File: src/rtl/alu_mul_seq_if.sv
// Bundle between the shift-and-add multiply sequencer and its surroundings:
// the request/result handshake plus the borrowed alu32 operand/result bus.
interface alu_mul_seq_if #(
    parameter int WIDTH = 32
);
    logic             start;
    logic [WIDTH-1:0] op_a;
    logic [WIDTH-1:0] op_b;
    logic             busy;
    logic             done;
    logic [WIDTH-1:0] product;
    logic             zero;

    logic [WIDTH-1:0] alu_a;
    logic [WIDTH-1:0] alu_b;
    logic [2:0]       alu_f;
    logic [WIDTH-1:0] alu_y;
    logic             alu_zero;
    logic             alu_overflow;

    // master is the environment: the request source together with the attached ALU
    modport master (
        output start, op_a, op_b, alu_y, alu_zero, alu_overflow,
        input  busy, done, product, zero, alu_a, alu_b, alu_f
    );

    modport slave (
        input  start, op_a, op_b, alu_y, alu_zero, alu_overflow,
        output busy, done, product, zero, alu_a, alu_b, alu_f
    );
endinterface

File: src/rtl/alu_mul_seq.sv
// Unsigned WIDTH x WIDTH multiply (low WIDTH bits) built from repeated ALU ADDs,
// followed by one ALU SUB pass against zero to obtain the zero flag.
module alu_mul_seq #(
    parameter int WIDTH = 32
) (
    input  logic          clk,
    input  logic          reset,
    alu_mul_seq_if.slave  bus
);
    localparam int                 CNT_W    = $clog2(WIDTH);
    localparam logic [CNT_W-1:0]   CNT_LAST = CNT_W'(WIDTH - 1);
    localparam logic [2:0]         F_ADD    = 3'b010;
    localparam logic [2:0]         F_SUB    = 3'b110;

    typedef enum logic [1:0] {
        IDLE,
        RUN,
        FLAG
    } state_t;

    state_t           state_reg;
    logic [WIDTH-1:0] acc_reg;
    logic [WIDTH-1:0] mcand_reg;
    logic [WIDTH-1:0] mplier_reg;
    logic [CNT_W-1:0] cnt_reg;
    logic [WIDTH-1:0] product_reg;
    logic             zero_reg;
    logic             busy_reg;
    logic             done_reg;

    logic             add_en;
    logic [WIDTH-1:0] addend;
    logic             unused_overflow;

    always_ff @(posedge clk) begin
        if (!reset) begin
            state_reg   <= IDLE;
            acc_reg     <= '0;
            mcand_reg   <= '0;
            mplier_reg  <= '0;
            cnt_reg     <= '0;
            product_reg <= '0;
            zero_reg    <= 1'b0;
            busy_reg    <= 1'b0;
            done_reg    <= 1'b0;
        end else begin
            done_reg <= 1'b0;
            case (state_reg)
                IDLE: begin
                    if (bus.start) begin
                        mcand_reg  <= bus.op_a;
                        mplier_reg <= bus.op_b;
                        acc_reg    <= '0;
                        cnt_reg    <= '0;
                        busy_reg   <= 1'b1;
                        state_reg  <= RUN;
                    end
                end
                RUN: begin
                    // one multiplier bit per cycle, no early exit on a zero multiplier
                    acc_reg    <= bus.alu_y;
                    mcand_reg  <= {mcand_reg[WIDTH-2:0], 1'b0};
                    mplier_reg <= {1'b0, mplier_reg[WIDTH-1:1]};
                    cnt_reg    <= cnt_reg + 1'b1;
                    if (cnt_reg == CNT_LAST) begin
                        state_reg <= FLAG;
                    end
                end
                FLAG: begin
                    product_reg <= bus.alu_y;
                    zero_reg    <= bus.alu_zero;
                    done_reg    <= 1'b1;
                    busy_reg    <= 1'b0;
                    state_reg   <= IDLE;
                end
                default: begin
                    state_reg <= IDLE;
                end
            endcase
        end
    end

    // addend is the shifted multiplicand gated by the current multiplier bit
    assign add_en = (state_reg == RUN) && mplier_reg[0];

    generate
        for (genvar gi = 0; gi < WIDTH; gi++) begin : g_addend
            assign addend[gi] = mcand_reg[gi] & add_en;
        end
    endgenerate

    assign bus.alu_a = (state_reg == IDLE) ? '0 : acc_reg;
    assign bus.alu_b = addend;
    assign bus.alu_f = (state_reg == FLAG) ? F_SUB : F_ADD;

    assign bus.busy    = busy_reg;
    assign bus.done    = done_reg;
    assign bus.product = product_reg;
    assign bus.zero    = zero_reg;

    assign unused_overflow = bus.alu_overflow;
endmodule

File: src/flat_wrapper.sv
// flat-port wrapper written by rule: the top's interface ports become plain ports
module alu_mul_seq_flat 
#(
    parameter int WIDTH = 32
)
  (clk, reset, bus_start, bus_op_a, bus_op_b, bus_alu_y, bus_alu_zero, bus_alu_overflow, bus_busy, bus_done, bus_product, bus_zero, bus_alu_a, bus_alu_b, bus_alu_f);
  alu_mul_seq_if #(.WIDTH(WIDTH)) bus_i ();
  input  logic clk;
  input  logic reset;
  input wire logic [$bits(bus_i.start)-1:0] bus_start;
  input wire logic [$bits(bus_i.op_a)-1:0] bus_op_a;
  input wire logic [$bits(bus_i.op_b)-1:0] bus_op_b;
  input wire logic [$bits(bus_i.alu_y)-1:0] bus_alu_y;
  input wire logic [$bits(bus_i.alu_zero)-1:0] bus_alu_zero;
  input wire logic [$bits(bus_i.alu_overflow)-1:0] bus_alu_overflow;
  output wire logic [$bits(bus_i.busy)-1:0] bus_busy;
  output wire logic [$bits(bus_i.done)-1:0] bus_done;
  output wire logic [$bits(bus_i.product)-1:0] bus_product;
  output wire logic [$bits(bus_i.zero)-1:0] bus_zero;
  output wire logic [$bits(bus_i.alu_a)-1:0] bus_alu_a;
  output wire logic [$bits(bus_i.alu_b)-1:0] bus_alu_b;
  output wire logic [$bits(bus_i.alu_f)-1:0] bus_alu_f;
  assign bus_i.start = bus_start;
  assign bus_i.op_a = bus_op_a;
  assign bus_i.op_b = bus_op_b;
  assign bus_i.alu_y = bus_alu_y;
  assign bus_i.alu_zero = bus_alu_zero;
  assign bus_i.alu_overflow = bus_alu_overflow;
  assign bus_busy = bus_i.busy;
  assign bus_done = bus_i.done;
  assign bus_product = bus_i.product;
  assign bus_zero = bus_i.zero;
  assign bus_alu_a = bus_i.alu_a;
  assign bus_alu_b = bus_i.alu_b;
  assign bus_alu_f = bus_i.alu_f;
  alu_mul_seq #(.WIDTH(WIDTH)) u_core (.clk(clk), .reset(reset), .bus(bus_i));
endmodule
File: config.mk
export PLATFORM = sky130hd
export DESIGN_NAME = alu_mul_seq_flat
export DESIGN_NICKNAME = d
export VERILOG_FILES = /design/src/rtl/alu_mul_seq_if.sv /design/src/rtl/alu_mul_seq.sv /design/src/flat_wrapper.sv
export SDC_FILE = /design/constraint.sdc
export NUM_CORES = 1
export LEC_CHECK = 0
export BUFFER_PORTS_ARGS = -buffer_cell sky130_fd_sc_hd__buf_2
export CAP_MARGIN = 20
export CORE_ASPECT_RATIO = 0.6
export CORE_MARGIN = 2
export CORE_UTILIZATION = 54
export DETAILED_ROUTE_END_ITERATION = 8
export GPL_ROUTABILITY_DRIVEN = 1
export GPL_TIMING_DRIVEN = 0
export MAX_ROUTING_LAYER = met4
export PLACE_DENSITY = 0.85
export SLEW_MARGIN = 10
export SYNTH_ARGS = -nofsm -noshare
export SYNTH_HDL_FRONTEND = slang
export SYNTH_SLANG_ARGS = --single-unit
File: constraint.sdc
create_clock -name clk -period 3.52 [get_ports clk]
set_input_delay 0.528 -clock clk [delete_from_list [all_inputs] [get_ports clk]]
set_output_delay 0.528 -clock clk [all_outputs]
set_load 0.1 [all_outputs]
==> impl_metrics.env, run 1 <==
export IMPL_status="completed"
export IMPL_synth_area_sq_um=6030
export IMPL_fin_ws_ns=0.757
export IMPL_finalNonFillerCells=1023
export IMPL_drive_above_1_share_pct=35.0
export IMPL_synth_xor_area_share_pct=0
export IMPL_synthDistinctLibCells=29
export IMPL_fin_tns_setup_ns=0
export IMPL_worstHoldPathType="in -> reg"
export IMPL_synth_area_leaders="dfxtp_1, mux2i_1, a211oi_2"
export IMPL_syn_nets=755
export IMPL_critPathArrivalTime_ns=2.23
export IMPL_cp_max_fo=10
export IMPL_grt_antenna_before_repair=1
export IMPL_synthAdderAreaFrac_pct=0.415
export IMPL_ir_drop_uv=391
export IMPL_worst_setup_path_start_kind="register"
export IMPL_clock_skew_final_ns=0.00749
export IMPL_drc_errors=0
export IMPL_min_from="bus_alu_y[16]"
export IMPL_dp_hpwl_microns=12000
export IMPL_period_share_pct=78.5
export IMPL_ys_seq_area_share_pct=45.8
export IMPL_ioPinCount=203
export IMPL_max_cap_violations=0
export IMPL_clk_pin_slew_ns=0.06
export IMPL_finalInstanceArea_sq_um=7850
export IMPL_finalWirelength_microns=16400
export IMPL_synth_area_leader_cell="dfxtp_1"
export IMPL_path_class="reg -> out"
export IMPL_cts_max_level=4
export IMPL_worst_pin_slew_ns=0.744
export IMPL_synthCells=652
export IMPL_p_per_area_nw_per_um2=538
export IMPL_grt_ovfl_total=0
export IMPL_postCtsSetupRepairBufs=0
export IMPL_comb_power_share_pct=13.7
export IMPL_internal_power_mw=3.12
export IMPL_die_h_microns=85.8
export IMPL_finalSetupViolations=0
export IMPL_switching_share_pct=26.2
export IMPL_post_route_min_period_ns=2.76
export IMPL_wl_per_cell_microns=16.0
export IMPL_synthSimpleGateAreaFrac_pct=17.9
export IMPL_grt_max_degree=17
export IMPL_crit_start="u_core.state_reg[0]"
export IMPL_synth_mux_area_share_pct=10.3
export IMPL_r2r_start="u_core.state_reg[0]"
export IMPL_pre_cts_slack_ns=1.21
export IMPL_leakage_nw=3.65
export IMPL_initial_core_util_pct=56.3
export IMPL_ys_warn_count=0
export IMPL_core_area_sq_um=10700
export IMPL_finalPower_mw=4.22
export IMPL_clock_latency_ns=0.40
export IMPL_grt_first_pass_wirelength_microns=25500
export IMPL_cts_tree="built"
export IMPL_grtUsageTotal_pct=27.6
export IMPL_p_clk_share_pct=45.9
export IMPL_vias=5529
export IMPL_cts_resized=0
export IMPL_grt_setup_unrepaired="no"
export IMPL_clockBufferDepth=2
export IMPL_slew_headroom_pct=50.4
export IMPL_drt_initial_drc_count=330
export IMPL_endpoint_kind="output port"
export IMPL_pwr_share_seq_pct=40.3
export IMPL_max_freq_mhz=362
export IMPL_synth_compound_area_share_pct=19.5
export IMPL_crit_required_ns=2.99
export IMPL_syn_area_per_cell_sq_um=9.25
export IMPL_synth_top_family_by_area="compound AO/OA/AOI/OAI gates"
export IMPL_grt_pass1_vias=4960
export IMPL_numCtsBuffers=17
export IMPL_postPlaceCellArea_sq_um=7200
export IMPL_die_area_sq_um=12100
export IMPL_power_net_switching_mw=1.11
export IMPL_drtAntennaViolNets=0
export IMPL_via_per_inst=5.40
export IMPL_slew_viol_final=0
export IMPL_ys_seq_elements=138
export IMPL_gp_congestion=0.830
export IMPL_fp_dieW_microns=140
export IMPL_io_buffers=199
export IMPL_cts_root_buf="clkbuf_16"
export IMPL_hold_viol_final=0
export IMPL_clock_sinks=138
export IMPL_area_delta_synth_final_pct=30.2
export IMPL_firstDrtPassIters=5
export IMPL_rows=29
export IMPL_finalNetCount=973
export IMPL_ctsHoldBuffers=0
export IMPL_yosysTopAreaCellShare_pct=45.8
export IMPL_dp_cells=990
==> stage by stage <==
step | util, % | hold slack (ns)
finish | 73.3 | 0.369
global route | 73.3 | 0.357
CTS | 73.3 | 0.353
detailed placement | 67.2 | 0.445
global placement | 67.2 | 0.440
floorplan | - | 0.454
==> placed cells by master (no fill, tap or decap), types with 2 or more instances in the layout <==
master       n
a32oi_1      2
buf_4        5
a211oi_1    24
clkbuf_4     2
ha_1         2
buf_2      223
buf_6        7
mux2i_1     62
a21oi_1     36
nor2_1     101
clkbuf_1    27
a22oi_1     34
nor2b_1     33
clkbuf_16   17
conb_1       2
inv_1        2
clkinv_4     5
dfxtp_1    138
clkinv_2     2
nand2_1     67
and3_1      34
a211oi_2    40
nand2b_1     2
bufinv_16    5
==> cell type report <==
class	instances	area [sq um]
diodes	1	2.50
clock inverters	14	220
clock buffers	18	429
repair buffers	199	996
multi-input cells	447	2910
well taps	139	174
inverters	3	11.3
fillers	843	2850
flip-flops and latches	138	2760
plain buffers	64	349
==> worst paths after layout <==
kind	to	slack, ns	cells past startpoint
setup / recovery	bus_alu_b[30]	0.76	7
hold / removal	u_core.bus.product[16]	0.37	3
setup reg to reg	u_core.acc_reg[30]	1.96	7
hold reg to reg	u_core.bus.product[11]	0.45	2
==> critical path, cell delays in order, from the launching register on <==
cell	delay (ns)
dfxtp_1	0.32
buf_4	0.14
nor2b_1	0.12
buf_2	0.22
buf_6	0.17
buf_2	0.24
and3_1	0.20
buf_2	0.43
==> power by group through the flow <==
stage               sequential, mW  combinational [mW]  clock (mW)
global route                  1.71               0.624        2.03
finish                        1.70               0.580        1.94
global placement              1.73               0.564           0
detailed placement            1.73               0.574           0
CTS                           1.70               0.579        1.96
floorplan                     1.72               0.423           0
==> cell families (layout without fill, tap and decap cells) <==
kind of cell,Yosys count,after routing
other,2,3
muxes,62,62
adders and majority gates,2,2
and+or+nand+nor,240,240
DFF,138,138
AOI/OAI and AO/OA,141,141
buffers and inverters,67,298
==> cell usage after synthesis (all sizes together) <==
cell type,n
dfxtp,138
nor2,101
nand2,67
a211oi,64
mux2i,62
a21oi,36
buf,36
a22oi,34
and3,34
nor2b,33
clkbuf,28
inv,3
a32oi,2
conb,2
ha,2
nand2b,2
a221oi,1
a311oi,1
nand3,1
nor3,1
o21ai,1
o21ba,1
o21bai,1
or3,1
==> metal layers <==
| metal | routed length (microns) | track usage (%) |
|---|---|---|
| met4 | 63 | 7.25 |
| met3 | 1120 | 5.14 |
| met2 | 7080 | 39.3 |
| met5 | 0 | - |
| met1 | 8120 | 40.3 |
No activity file was read; power rests on OpenSTA's default activity.
==> run 2: changes to the inputs <==
CORE_UTILIZATION = 46   (was 54)
PLACE_DENSITY = 0.77   (was 0.85)
clock period = 2.5 ns   (was 3.52 ns; I/O delays follow)
==> impl_metrics.env, run 2 (synthesis results as in run 1) <==
export IMPL_status="completed"
export IMPL_endpoint_kind="output port"
export IMPL_io_buffers=199
export IMPL_critPathArrivalTime_ns=2.00
export IMPL_core_area_sq_um=12800
export IMPL_grt_pass1_vias=5011
export IMPL_grt_ovfl_total=0
export IMPL_post_route_min_period_ns=2.37
export IMPL_initial_core_util_pct=47.1
export IMPL_clock_latency_ns=0.41
export IMPL_crit_required_ns=2.12
export IMPL_worstSetupEndpoint="bus_alu_a[13]"
export IMPL_grt_util_met2_pct=31.9
export IMPL_clock_sinks=138
export IMPL_die_area_sq_um=14100
export IMPL_vias=5413
export IMPL_drive_above_1_share_pct=35.4
export IMPL_via_per_inst=5.15
export IMPL_dp_cells=1021
export IMPL_fillers=1176
export IMPL_path_class="reg -> out"
export IMPL_fp_dieW_microns=152
export IMPL_hold_viol_final=0
export IMPL_holdWs_ns=0.211
export IMPL_gr_usage_met1_pct=36.6
export IMPL_clockBufferDepth=2
export IMPL_grt_first_pass_wirelength_microns=25600
export IMPL_finalInstanceArea_sq_um=7910
export IMPL_cts_tree="built"
export IMPL_max_freq_mhz=422
export IMPL_r2r_start="u_core.state_reg[0]"
export IMPL_finalSetupViolations=0
export IMPL_crit_slowest_cell="clkbuf_1"
export IMPL_slew_viol_final=0
export IMPL_met3_usage_pct=4.78
export IMPL_crit_start="u_core.state_reg[0]"
export IMPL_layout_common_cells="buf_2, dfxtp_1, nor2_1"
export IMPL_max_cap_violations=0
export IMPL_multi_input_area_sq_um=2910
export IMPL_worstHoldPathType="in -> reg"
export IMPL_finalWirelength_microns=16300
export IMPL_clk_pin_slew_ns=0.06
export IMPL_wl_per_cell_microns=15.5
export IMPL_r2r_slack_ns=0.96
export IMPL_drtAntennaViolNets=0
export IMPL_fin_tns_setup_ns=0
export IMPL_postCtsSetupRepairBufs=0
export IMPL_grt_antenna_before_repair=0
export IMPL_path_cells="buf_4 -> nor2_2 -> clkbuf_1 -> nor2b_1 -> buf_2"
export IMPL_postPlaceCellArea_sq_um=7240
export IMPL_ioPinCount=203
export IMPL_leakage_nw=3.61
export IMPL_clock_skew_final_ns=0.00919
export IMPL_drt_initial_drc_count=279
export IMPL_cts_max_level=4
export IMPL_finalNonFillerCells=1052
export IMPL_ir_drop_uv=444
export IMPL_die_h_microns=92.7
export IMPL_finalPower_mw=5.67
export IMPL_drc_errors=0
export IMPL_grtUsageTotal_pct=23.9
export IMPL_dp_hpwl_microns=11900
export IMPL_grt_setup_unrepaired="no"
export IMPL_busiest_layer="met1"
export IMPL_p_per_area_nw_per_um2=717
export IMPL_cp_max_fo=10
export IMPL_slew_headroom_pct=52.4
export IMPL_period_share_pct=94.9
export IMPL_worst_pin_slew_ns=0.713
export IMPL_worst_setup_path_start_kind="register"
export IMPL_min_from="bus_alu_y[17]"
export IMPL_reg2reg_depth=7
export IMPL_finalNetCount=971
export IMPL_regArea_sq_um=2760
export IMPL_ctsHoldBuffers=0
export IMPL_firstDrtPassIters=5
export IMPL_cts_root_buf="clkbuf_16"
export IMPL_gp_congestion=0.802
export IMPL_slowest_delay_ns=0.41
export IMPL_numCtsBuffers=17
export IMPL_layout_commonest_cell="buf_2"
export IMPL_area_delta_synth_final_pct=31.2
export IMPL_grt_max_degree=17
export IMPL_regToRegEndpoint="u_core.bus.product[6]"
export IMPL_rows=32
[run 2: per-stage QoR]
step	util (%)	worst slack, ns
6_report	61.7	0.129
5_1_grt	61.7	0.00481
4_1_cts	61.7	0.0261
3_5_place_dp	56.5	0.316
3_3_place_gp	56.5	0.311
2_1_floorplan	-	0.0627
[run 2: layout make-up]
type,instances,area share (%)
plain buffers,62,4.38
multi-input cells,447,36.8
diodes,1,0.0316
well taps,170,2.69
repair buffers,199,13.7
flip-flops and latches,138,34.9
inverters,3,0.142
clock inverters,13,1.71
clock buffers,19,5.60
[run 2: critical path, delay by kind of cell, from the launching register on]
family | cells | cell delay [ns]
buffers and inverters | 3 | 0.87
and+or+nand+nor | 2 | 0.42
DFF | 1 | 0.30
[run 2: how the worst min path moves through the flow]
stage / endpoint / slack (ns) / cells after the start
after global routing: u_core.bus.product[10] / 0.21 / 3
after global placement: u_core.bus.product[0] / 0.44 / 2
after floorplan: u_core.mplier_reg[31] / 0.45 / 2
final: u_core.bus.product[17] / 0.21 / 3
after detailed placement: u_core.bus.product[8] / 0.45 / 2
after CTS: u_core.bus.product[27] / 0.20 / 3
[run 2: report_power, final]
group / leakage (nW) / internal, mW / switching (mW)
Combinational: 2.21 / 0.296 / 0.522
Sequential: 1.13 / 2.32 / 0.0777
Clock: 0.271 / 1.42 / 1.03
[run 2: per-layer routing]
metal	vias to the layer above	wire length (microns)
met3	15	981
met2	170	6500
met5	-	0
met1	2525	8640
met4	0	153
li1	2703	-
[run 2: timing repair]
action,CTS,global route
pin swaps,0,0
resized for setup,35,8
endpoints found under the setup margin,52,35
